--- src/rtl/hazard_ctrl_if.sv ---
// Pipeline hazard bundle: datapath fields in, stall/flush/forward controls out.
// The master side is the datapath; the slave side is hazard_ctrl.
interface hazard_ctrl_if;
  logic [4:0]  id_rs1;
  logic [4:0]  id_rs2;
  logic        id_use_rs1;
  logic        id_use_rs2;
  logic        id_halt;
  logic [4:0]  ex_rs1;
  logic [4:0]  ex_rs2;
  logic [4:0]  ex_rd;
  logic        ex_RegWrite;
  logic        ex_MemRead;
  logic        ex_redirect;
  logic [4:0]  mem_rd;
  logic        mem_RegWrite;
  logic [4:0]  wb_rd;
  logic        wb_RegWrite;
  logic        pc_stall;
  logic        ifid_stall;
  logic        ifid_flush;
  logic        idex_flush;
  logic [1:0]  fwd_a;
  logic [1:0]  fwd_b;
  logic        halted;
  logic [1:0]  state;
  logic [31:0] stall_cnt;
  logic [31:0] flush_cnt;

  modport master (
    output id_rs1, id_rs2, id_use_rs1, id_use_rs2,
    output id_halt, ex_rs1, ex_rs2, ex_rd,
    output ex_RegWrite, ex_MemRead, ex_redirect,
    output mem_rd, mem_RegWrite, wb_rd, wb_RegWrite,
    input  pc_stall, ifid_stall, ifid_flush, idex_flush,
    input  fwd_a, fwd_b, halted, state,
    input  stall_cnt, flush_cnt
  );

  modport slave (
    input  id_rs1, id_rs2, id_use_rs1, id_use_rs2,
    input  id_halt, ex_rs1, ex_rs2, ex_rd,
    input  ex_RegWrite, ex_MemRead, ex_redirect,
    input  mem_rd, mem_RegWrite, wb_rd, wb_RegWrite,
    output pc_stall, ifid_stall, ifid_flush, idex_flush,
    output fwd_a, fwd_b, halted, state,
    output stall_cnt, flush_cnt
  );
endinterface

--- src/rtl/hazard_ctrl.sv ---
// Load-use / redirect hazard control, operand forwarding and halt-drain FSM.
// Define HAZARD_PERF_CNT_EN to build the stall/flush performance counters.
module hazard_ctrl #(
  parameter int DRAIN_CYCLES = 3
) (
  input  logic         clk,
  input  logic         rst,
  hazard_ctrl_if.slave bus
);

  typedef enum logic [1:0] {
    S_RUN   = 2'b00,
    S_DRAIN = 2'b01,
    S_HALT  = 2'b10,
    S_ILL   = 2'b11
  } state_e;

  state_e     state_q, state_d;
  logic [3:0] cnt_q, cnt_d;
  logic       lu;
  logic       stall;
  logic       ifid_flush;
  logic       idex_flush;
  logic       halted;
  logic       redir_flush;
  logic [1:0] fwd_a;
  logic [1:0] fwd_b;

  function automatic logic [1:0] fwd_sel(
    input logic [4:0] rs,
    input logic       mem_we,
    input logic [4:0] mem_rd,
    input logic       wb_we,
    input logic [4:0] wb_rd
  );
    logic [1:0] sel;
    sel = 2'b00;
    if (mem_we && mem_rd != 5'd0 && mem_rd == rs)
      sel = 2'b10;
    else if (wb_we && wb_rd != 5'd0 && wb_rd == rs)
      sel = 2'b01;
    return sel;
  endfunction

  always_comb begin
    fwd_a = fwd_sel(bus.ex_rs1, bus.mem_RegWrite,
                    bus.mem_rd, bus.wb_RegWrite, bus.wb_rd);
    fwd_b = fwd_sel(bus.ex_rs2, bus.mem_RegWrite,
                    bus.mem_rd, bus.wb_RegWrite, bus.wb_rd);
  end

  assign lu = bus.ex_MemRead && bus.ex_RegWrite
           && bus.ex_rd != 5'd0
           && ((bus.id_use_rs1 && bus.id_rs1 == bus.ex_rd)
            || (bus.id_use_rs2 && bus.id_rs2 == bus.ex_rd));

  always_comb begin
    state_d     = state_q;
    cnt_d       = cnt_q;
    stall       = 1'b0;
    ifid_flush  = 1'b0;
    idex_flush  = 1'b0;
    halted      = 1'b0;
    redir_flush = 1'b0;
    unique case (state_q)
      S_DRAIN: begin
        stall      = 1'b1;
        idex_flush = 1'b1;
        cnt_d      = cnt_q - 4'd1;
        if (cnt_q <= 4'd1)
          state_d = S_HALT;
      end
      S_HALT: begin
        stall      = 1'b1;
        idex_flush = 1'b1;
        halted     = 1'b1;
      end
      default: begin
        // Redirect squashes the ID instruction, so it beats lu and halt.
        if (bus.ex_redirect) begin
          ifid_flush  = 1'b1;
          idex_flush  = 1'b1;
          redir_flush = 1'b1;
        end else if (lu || bus.id_halt) begin
          stall      = 1'b1;
          idex_flush = 1'b1;
        end
        if (state_q == S_ILL) begin
          state_d = S_RUN;
        end else if (bus.id_halt && !bus.ex_redirect) begin
          state_d = S_DRAIN;
          cnt_d   = 4'(DRAIN_CYCLES);
        end
      end
    endcase
  end

  always_ff @(posedge clk) begin
    if (!rst) begin
      state_q <= S_RUN;
      cnt_q   <= 4'd0;
    end else begin
      state_q <= state_d;
      cnt_q   <= cnt_d;
    end
  end

  assign bus.pc_stall   = rst & stall;
  assign bus.ifid_stall = rst & stall;
  assign bus.ifid_flush = rst & ifid_flush;
  assign bus.idex_flush = rst & idex_flush;
  assign bus.halted     = rst & halted;
  assign bus.fwd_a      = rst ? fwd_a : 2'b00;
  assign bus.fwd_b      = rst ? fwd_b : 2'b00;
  assign bus.state      = rst ? state_q : 2'b00;

`ifdef HAZARD_PERF_CNT_EN
  logic [31:0] stall_cnt_q, stall_cnt_d;
  logic [31:0] flush_cnt_q, flush_cnt_d;

  always_comb begin
    stall_cnt_d = stall_cnt_q;
    flush_cnt_d = flush_cnt_q;
    if (stall && state_q != S_HALT
        && stall_cnt_q != 32'hFFFF_FFFF)
      stall_cnt_d = stall_cnt_q + 32'd1;
    if (redir_flush && flush_cnt_q != 32'hFFFF_FFFF)
      flush_cnt_d = flush_cnt_q + 32'd1;
  end

  always_ff @(posedge clk) begin
    if (!rst) begin
      stall_cnt_q <= 32'd0;
      flush_cnt_q <= 32'd0;
    end else begin
      stall_cnt_q <= stall_cnt_d;
      flush_cnt_q <= flush_cnt_d;
    end
  end

  assign bus.stall_cnt = rst ? stall_cnt_q : 32'd0;
  assign bus.flush_cnt = rst ? flush_cnt_q : 32'd0;
`else
  assign bus.stall_cnt = 32'd0;
  assign bus.flush_cnt = 32'd0;
`endif

endmodule

--- src/flat_wrapper.sv ---
// flat-port wrapper written by rule: the top's interface ports become plain ports
module hazard_ctrl_flat 
#(
  parameter int DRAIN_CYCLES = 3
)
  (clk, rst, bus_id_rs1, bus_id_rs2, bus_id_use_rs1, bus_id_use_rs2, bus_id_halt, bus_ex_rs1, bus_ex_rs2, bus_ex_rd, bus_ex_RegWrite, bus_ex_MemRead, bus_ex_redirect, bus_mem_rd, bus_mem_RegWrite, bus_wb_rd, bus_wb_RegWrite, bus_pc_stall, bus_ifid_stall, bus_ifid_flush, bus_idex_flush, bus_fwd_a, bus_fwd_b, bus_halted, bus_state, bus_stall_cnt, bus_flush_cnt);
  hazard_ctrl_if bus_i ();
  input  logic clk;
  input  logic rst;
  input wire logic [$bits(bus_i.id_rs1)-1:0] bus_id_rs1;
  input wire logic [$bits(bus_i.id_rs2)-1:0] bus_id_rs2;
  input wire logic [$bits(bus_i.id_use_rs1)-1:0] bus_id_use_rs1;
  input wire logic [$bits(bus_i.id_use_rs2)-1:0] bus_id_use_rs2;
  input wire logic [$bits(bus_i.id_halt)-1:0] bus_id_halt;
  input wire logic [$bits(bus_i.ex_rs1)-1:0] bus_ex_rs1;
  input wire logic [$bits(bus_i.ex_rs2)-1:0] bus_ex_rs2;
  input wire logic [$bits(bus_i.ex_rd)-1:0] bus_ex_rd;
  input wire logic [$bits(bus_i.ex_RegWrite)-1:0] bus_ex_RegWrite;
  input wire logic [$bits(bus_i.ex_MemRead)-1:0] bus_ex_MemRead;
  input wire logic [$bits(bus_i.ex_redirect)-1:0] bus_ex_redirect;
  input wire logic [$bits(bus_i.mem_rd)-1:0] bus_mem_rd;
  input wire logic [$bits(bus_i.mem_RegWrite)-1:0] bus_mem_RegWrite;
  input wire logic [$bits(bus_i.wb_rd)-1:0] bus_wb_rd;
  input wire logic [$bits(bus_i.wb_RegWrite)-1:0] bus_wb_RegWrite;
  output wire logic [$bits(bus_i.pc_stall)-1:0] bus_pc_stall;
  output wire logic [$bits(bus_i.ifid_stall)-1:0] bus_ifid_stall;
  output wire logic [$bits(bus_i.ifid_flush)-1:0] bus_ifid_flush;
  output wire logic [$bits(bus_i.idex_flush)-1:0] bus_idex_flush;
  output wire logic [$bits(bus_i.fwd_a)-1:0] bus_fwd_a;
  output wire logic [$bits(bus_i.fwd_b)-1:0] bus_fwd_b;
  output wire logic [$bits(bus_i.halted)-1:0] bus_halted;
  output wire logic [$bits(bus_i.state)-1:0] bus_state;
  output wire logic [$bits(bus_i.stall_cnt)-1:0] bus_stall_cnt;
  output wire logic [$bits(bus_i.flush_cnt)-1:0] bus_flush_cnt;
  assign bus_i.id_rs1 = bus_id_rs1;
  assign bus_i.id_rs2 = bus_id_rs2;
  assign bus_i.id_use_rs1 = bus_id_use_rs1;
  assign bus_i.id_use_rs2 = bus_id_use_rs2;
  assign bus_i.id_halt = bus_id_halt;
  assign bus_i.ex_rs1 = bus_ex_rs1;
  assign bus_i.ex_rs2 = bus_ex_rs2;
  assign bus_i.ex_rd = bus_ex_rd;
  assign bus_i.ex_RegWrite = bus_ex_RegWrite;
  assign bus_i.ex_MemRead = bus_ex_MemRead;
  assign bus_i.ex_redirect = bus_ex_redirect;
  assign bus_i.mem_rd = bus_mem_rd;
  assign bus_i.mem_RegWrite = bus_mem_RegWrite;
  assign bus_i.wb_rd = bus_wb_rd;
  assign bus_i.wb_RegWrite = bus_wb_RegWrite;
  assign bus_pc_stall = bus_i.pc_stall;
  assign bus_ifid_stall = bus_i.ifid_stall;
  assign bus_ifid_flush = bus_i.ifid_flush;
  assign bus_idex_flush = bus_i.idex_flush;
  assign bus_fwd_a = bus_i.fwd_a;
  assign bus_fwd_b = bus_i.fwd_b;
  assign bus_halted = bus_i.halted;
  assign bus_state = bus_i.state;
  assign bus_stall_cnt = bus_i.stall_cnt;
  assign bus_flush_cnt = bus_i.flush_cnt;
  hazard_ctrl #(.DRAIN_CYCLES(DRAIN_CYCLES)) u_core (.clk(clk), .rst(rst), .bus(bus_i));
endmodule
--- config.mk ---
export PLATFORM = sky130hd
export DESIGN_NAME = hazard_ctrl_flat
export DESIGN_NICKNAME = d
export VERILOG_FILES = /design/src/rtl/hazard_ctrl_if.sv /design/src/rtl/hazard_ctrl.sv /design/src/flat_wrapper.sv
export SDC_FILE = /design/constraint.sdc
export NUM_CORES = 1
export LEC_CHECK = 0
export ABC_CLOCK_PERIOD_IN_PS = 1500
export BUFFER_PORTS_ARGS = -buffer_cell sky130_fd_sc_hd__buf_2
export CELL_PAD_IN_SITES_DETAIL_PLACEMENT = 1
export CELL_PAD_IN_SITES_GLOBAL_PLACEMENT = 1
export CORE_ASPECT_RATIO = 0.9
export CORE_UTILIZATION = 23
export CTS_BUF_LIST = sky130_fd_sc_hd__clkbuf_4
export DETAILED_ROUTE_END_ITERATION = 7
export GPL_TIMING_DRIVEN = 0
export PLACE_DENSITY = 0.78
export SLEW_MARGIN = 20
export SYNTH_ARGS = -nofsm -noshare
export SYNTH_HDL_FRONTEND = slang
export SYNTH_SLANG_ARGS = --single-unit
--- constraint.sdc ---
create_clock -name clk -period 1.5 [get_ports clk]
set_input_delay 0.225 -clock clk [delete_from_list [all_inputs] [get_ports clk]]
set_output_delay 0.225 -clock clk [all_outputs]
set_load 0.05 [all_outputs]
-- Yosys cells after proc, flatten, opt, wreduce, memory -nomap -nowiden
Index checks and enable logic that the tools add are counted.
- add/sub/neg operators: 1
- $mul: 0
- div/mod/pow operators: 0
- $lt $le $gt $ge: 1
- equality and inequality tests: 11
- shifts and indexed selects: 0
- mux-type cells: 22
- bitwise operators: 5
- reduce and logical (&&, ||, !) cells: 23
- operators by type and width (operator ; count):
    $eq A5 B5 Y1 ; 6
    $mux W2 ; 8
    $reduce_bool A5 Y1 ; 3
    $logic_and A1 B1 Y1 ; 12
    $mux W1 ; 10
    $mux W4 ; 2
    $pmux W4 S2 ; 1
    $reduce_and A3 Y1 ; 2
    $and A1 B1 Y1 ; 4
    $eq A2 B2 Y1 const B ; 2
    $le A4 B1 Y1 const B ; 1
    $pmux W2 S2 ; 1
    $sub A4 B1 Y4 const B ; 1
    $reduce_bool A3 Y1 ; 1
    $eq A2 B1 Y1 const B ; 1
    $logic_or A1 B1 Y1 ; 2
    $ne A2 B1 Y1 const B ; 1
    $ne A2 B2 Y1 const B ; 1
    $reduce_bool A2 Y1 ; 1
    $reduce_or A2 Y1 ; 1
    $logic_not A1 Y1 ; 1
    $not A1 Y1 ; 1
- bits in registers: 6
- bits in latches: 0
- RAM bits: 0
- memory bits (read-only): 0
- bits of input ports: 45
- memories kept: 0

-- Longest topological paths before layout
- word-level depth: 9
- mapped depth: 6

-- Least setup slack after synthesis
No wires, ideal clock.
- path type: input-to-output
- start: in bus_mem_rd[1]
- end: out bus_fwd_b[0]
- data arrival time: 2.051 ns
- data required time: 1.275 ns
- slack: -0.776 ns
- stages: 4
- buffers on the path: 0
- cells stage by stage: or4_1 o21ai_1 nor4_1 nor3_1
- cells in the longest elaborated chain, start to end: 5
- elaborated cells on any way between the ends: 6
- classes of those cells: eq/ne: 1; mux: 2; reduce/logical: 3
- RTL lines (item ; line ; source):
    from (decl) ; flat_wrapper.sv:21 ; input wire logic [$bits(bus_i.mem_rd)-1:0] bus_mem_rd;
    $reduce_bool A5 Y1 ; hazard_ctrl.sv:38 ; if (mem_we && mem_rd != 5'd0 && mem_rd == rs)
    $logic_and A1 B1 Y1 ; hazard_ctrl.sv:38 ;
    $logic_and A1 B1 Y1 * ; hazard_ctrl.sv:38 ;
    $mux W2 * ; hazard_ctrl.sv:38 ;
    $mux W2 * ; hazard_ctrl.sv:114 ; assign bus.fwd_b = rst ? fwd_b : 2'b00;
    to (decl) ; flat_wrapper.sv:30 ; output wire logic [$bits(bus_i.fwd_b)-1:0] bus_fwd_b;
Mark *: on every way between the ends. The rest lies on a longest branch, timed or not.

-- Worst setup path after layout
- start: in bus_wb_rd[3]
- end: out bus_fwd_a[0]
- cells in the longest elaborated chain, start to end: 6
- elaborated cells on any way between the ends: 7
- classes of those cells: eq/ne: 1; mux: 3; reduce/logical: 3
- RTL lines (item ; line ; source):
    from (decl) ; flat_wrapper.sv:23 ; input wire logic [$bits(bus_i.wb_rd)-1:0] bus_wb_rd;
    $reduce_bool A5 Y1 ; hazard_ctrl.sv:40 ; else if (wb_we && wb_rd != 5'd0 && wb_rd == rs)
    $logic_and A1 B1 Y1 ; hazard_ctrl.sv:40 ;
    $logic_and A1 B1 Y1 * ; hazard_ctrl.sv:40 ;
    $mux W1 * ; hazard_ctrl.sv:40 ;
    $mux W2 * ; hazard_ctrl.sv:38 ;
    $mux W2 * ; hazard_ctrl.sv:113 ; assign bus.fwd_a = rst ? fwd_a : 2'b00;
    to (decl) ; flat_wrapper.sv:29 ; output wire logic [$bits(bus_i.fwd_a)-1:0] bus_fwd_a;
Marks and branches as above.

==> out/results.ini <==
[placed_design]
placed_cells=364
gp_congestion=0.7330
io_buffer_count=55
dp_hpwl_um=3436

[cells_and_area]
antennaDiodeCount=0
multi_input_area_um2=1216
stdcell_count=375
postLayoutCoreUtil=0.4259
layout-drive-gt1-share=0.5770
fill_cells=718
nets=358
seq_area_um2=130.1
area_growth_pct=76.26

[logic_synthesis]
syn_area_um2=1391
syn_area_per_cell_um2=7.905
ys_types=42
synth_area_leaders=buf_4 35%, xor2_1 13%, dfxtp_1 8.6%
synth-seq-cells=6
syn_inst=176
yosys.area.top_type=buf_4
synthArstFlopShare=0
synth-edff-count=0
synthFlopType=dfxtp_1
yosysMostFrequentCell=buf_4
yosys.area.top_type_share=0.3507
yosys-top-cells-count=65 x buf_4, 20 x xor2_1, 10 x xnor2_1
ys_seq_area_frac=0.08633
synth-warning-count=0

[grt]
antenna_found_initial=0
grt_use_total=0.1201
grt_max_degree=11
grt.overflow.total=0
grt_pass1_wl_um=6099
grt_pass1_vias=1320

[setup_path]
r2r_end=u_core.state_q[1]$_SDFFE_PN0P_
crit_arrival_ns=1.53
regToRegStartpoint=u_core.cnt_q[0]$_SDFFE_PN0P_
start_kind=input port
crit_type=input port to output pin
cp_data_required_time_ns=1.27
crit_fanout=3
endpoint_kind=output pin
r2r_cells=6
reg2reg_slack_ns=0.05

[cts]
cts_max_path_buffers=2
tritoncts=done
numCtsBuffers=3
clk_pin_slew_ns=0.04
clock_latency_ns=0.25
ctsHoldBuffers=0
ctsRootBufferMaster=clkbuf_4
clock_sinks=6
htreeDepth=1

[worst_hold_path]
hold_start=rst
hold_class=input port to flop
hold_depth=3
hold_end=u_core.state_q[1]$_SDFFE_PN0P_

[floorplan]
rows=26
die_x_um=83.99
boundaryPins=120
die-area_um2=6365
initial_core_util=0.2416
core_area_um2=5758
die_h_um=75.79

[route]
drt-pass1-iter-count=5
routed_wl_um=4360
wl_per_cell_um=11.63
postRouteAntennaNets=0
route.detailed.drc=3
drt_iter0_markers=28
via_per_inst=3.803
num_vias=1426

[status]
violations=DRC, setup timing
status=finished with violations

[run]
max_cap_viol_count=0

[timing]
rsz0062_at_grt=true
post-route-worst-setup-slack_ns=-0.2535
slew_viol_final=0
finalSetupViolCount=7
finalCritPeriodShare=1.169
fin_worst_skew_ns=0.001195
hold_viol=0
max_freq_mhz=570.3
fin_crit_ns=1.753

[pwr]
vdd_drop_max_mv=0.1578
finalPower_mw=1.387
power_density_nw_per_um2=565.6
p_leak_nw=1.261

-- sequential cells by signal, indices dropped and copies added (netlist names) --
| register | count |
|---|---|
| u_core.cnt_q | 4 |
| u_core.state_q | 2 |
-- cell families after synthesis --
family | Yosys count | share of synthesized area
buffers and inverters | 73 | 0.3723
DFF | 6 | 0.08633
xor gates and xnor gates | 30 | 0.1888
AOI/OAI and AO/OA | 21 | 0.1295
adders and majority gates | 6 | 0.05396
and+or+nand+nor | 39 | 0.1664
other | 1 | 0.002695
-- layout make-up --
| class | count | share of cell area |
|---|---|---|
| Buffer | 66 | 0.2036 |
| Clock buffer | 3 | 0.009184 |
| Inverter | 6 | 0.01173 |
| Multi-Input combinational cell | 160 | 0.4959 |
| Sequential cell | 6 | 0.05306 |
| Tap cell | 70 | 0.03571 |
| Timing Repair Buffer | 64 | 0.1908 |
-- layout by cell type, fill, tap and decap left out, types with 2 or more instances in the layout --
| cell | Yosys | layout |
|---|---|---|
| nor4_4 | 0 | 3 |
| nand3_1 | 3 | 3 |
| buf_4 | 65 | 74 |
| clkbuf_4 | 0 | 4 |
| ha_1 | 6 | 3 |
| and2_4 | 0 | 2 |
| xor2_2 | 0 | 2 |
| a21oi_1 | 2 | 2 |
| dfxtp_4 | 0 | 2 |
| dfxtp_1 | 6 | 2 |
| xnor2_1 | 10 | 9 |
| dfxtp_2 | 0 | 2 |
| nor2_1 | 3 | 3 |
| buf_8 | 0 | 6 |
| nand2b_1 | 2 | 2 |
| ha_4 | 0 | 3 |
| inv_2 | 0 | 4 |
| nor3_1 | 4 | 3 |
| o31a_2 | 2 | 2 |
| nor4_2 | 1 | 2 |
| or4_1 | 4 | 2 |
| or4_4 | 1 | 3 |
| buf_2 | 0 | 38 |
| xor2_1 | 20 | 18 |
| conb_1 | 1 | 64 |
| buf_6 | 0 | 11 |
| nand2_1 | 6 | 5 |
-- per-stage QoR --
step / setup WS [ns] / TNS [ns] / area [um^2] / hold slack (ns)
floorplan: -0.3059 / -0.7776 / 1703 / 0.4746
finish: -0.2535 / -1.454 / 2452 / 0.4613
global route: -0.2945 / -1.830 / 2452 / 0.4760
global placement: -0.4751 / -3.330 / 2066 / 0.4892
detailed placement: -0.5101 / -3.853 / 2066 / 0.5056
CTS: -0.2767 / -1.718 / 2307 / 0.4936
-- repair_timing --
| item | in CTS | in global routing |
|---|---|---|
| pin swaps | 17 | 15 |
| buffers inserted | 3 | 6 |
| resized for setup | 53 | 27 |
| hold endpoints to repair | 0 | 0 |
| setup endpoints to repair | 17 | 15 |
-- how the worst max path moves through the flow --
stage,startpoint,end,slack [ns]
detailed placement,rst,bus_pc_stall,-0.51
finish,bus_wb_rd[3],bus_fwd_a[0],-0.25
CTS,bus_ex_rd[3],bus_pc_stall,-0.28
global route,bus_mem_rd[4],bus_fwd_b[0],-0.29
floorplan,bus_wb_rd[3],bus_fwd_a[0],-0.31
global placement,rst,bus_pc_stall,-0.48
-- critical path, cell delays in order --
cell and delay, ns:
buf_2 0.13, xor2_1 0.15, or4_4 0.54, nor4_4 0.29
buf_6 0.19
-- power breakdown --
group	switching [mW]	leakage (nW)	total, mW	internal, mW
Combinational	0.657	1.20	1.04	0.383
Sequential	0.0202	0.0512	0.196	0.176
Clock	0.0611	0.0138	0.152	0.0907
Total	0.738	1.26	1.39	0.649
-- layer usage --
metal	part of all wire	vias up	global-route usage
met5	0	-	0
met4	0.0078	0	0.04023
met3	0.049	4	0.009751
met2	0.58	52	0.2587
met1	0.36	647	0.1248
li1	-	723	-
(Power assumes the default switching activity.)
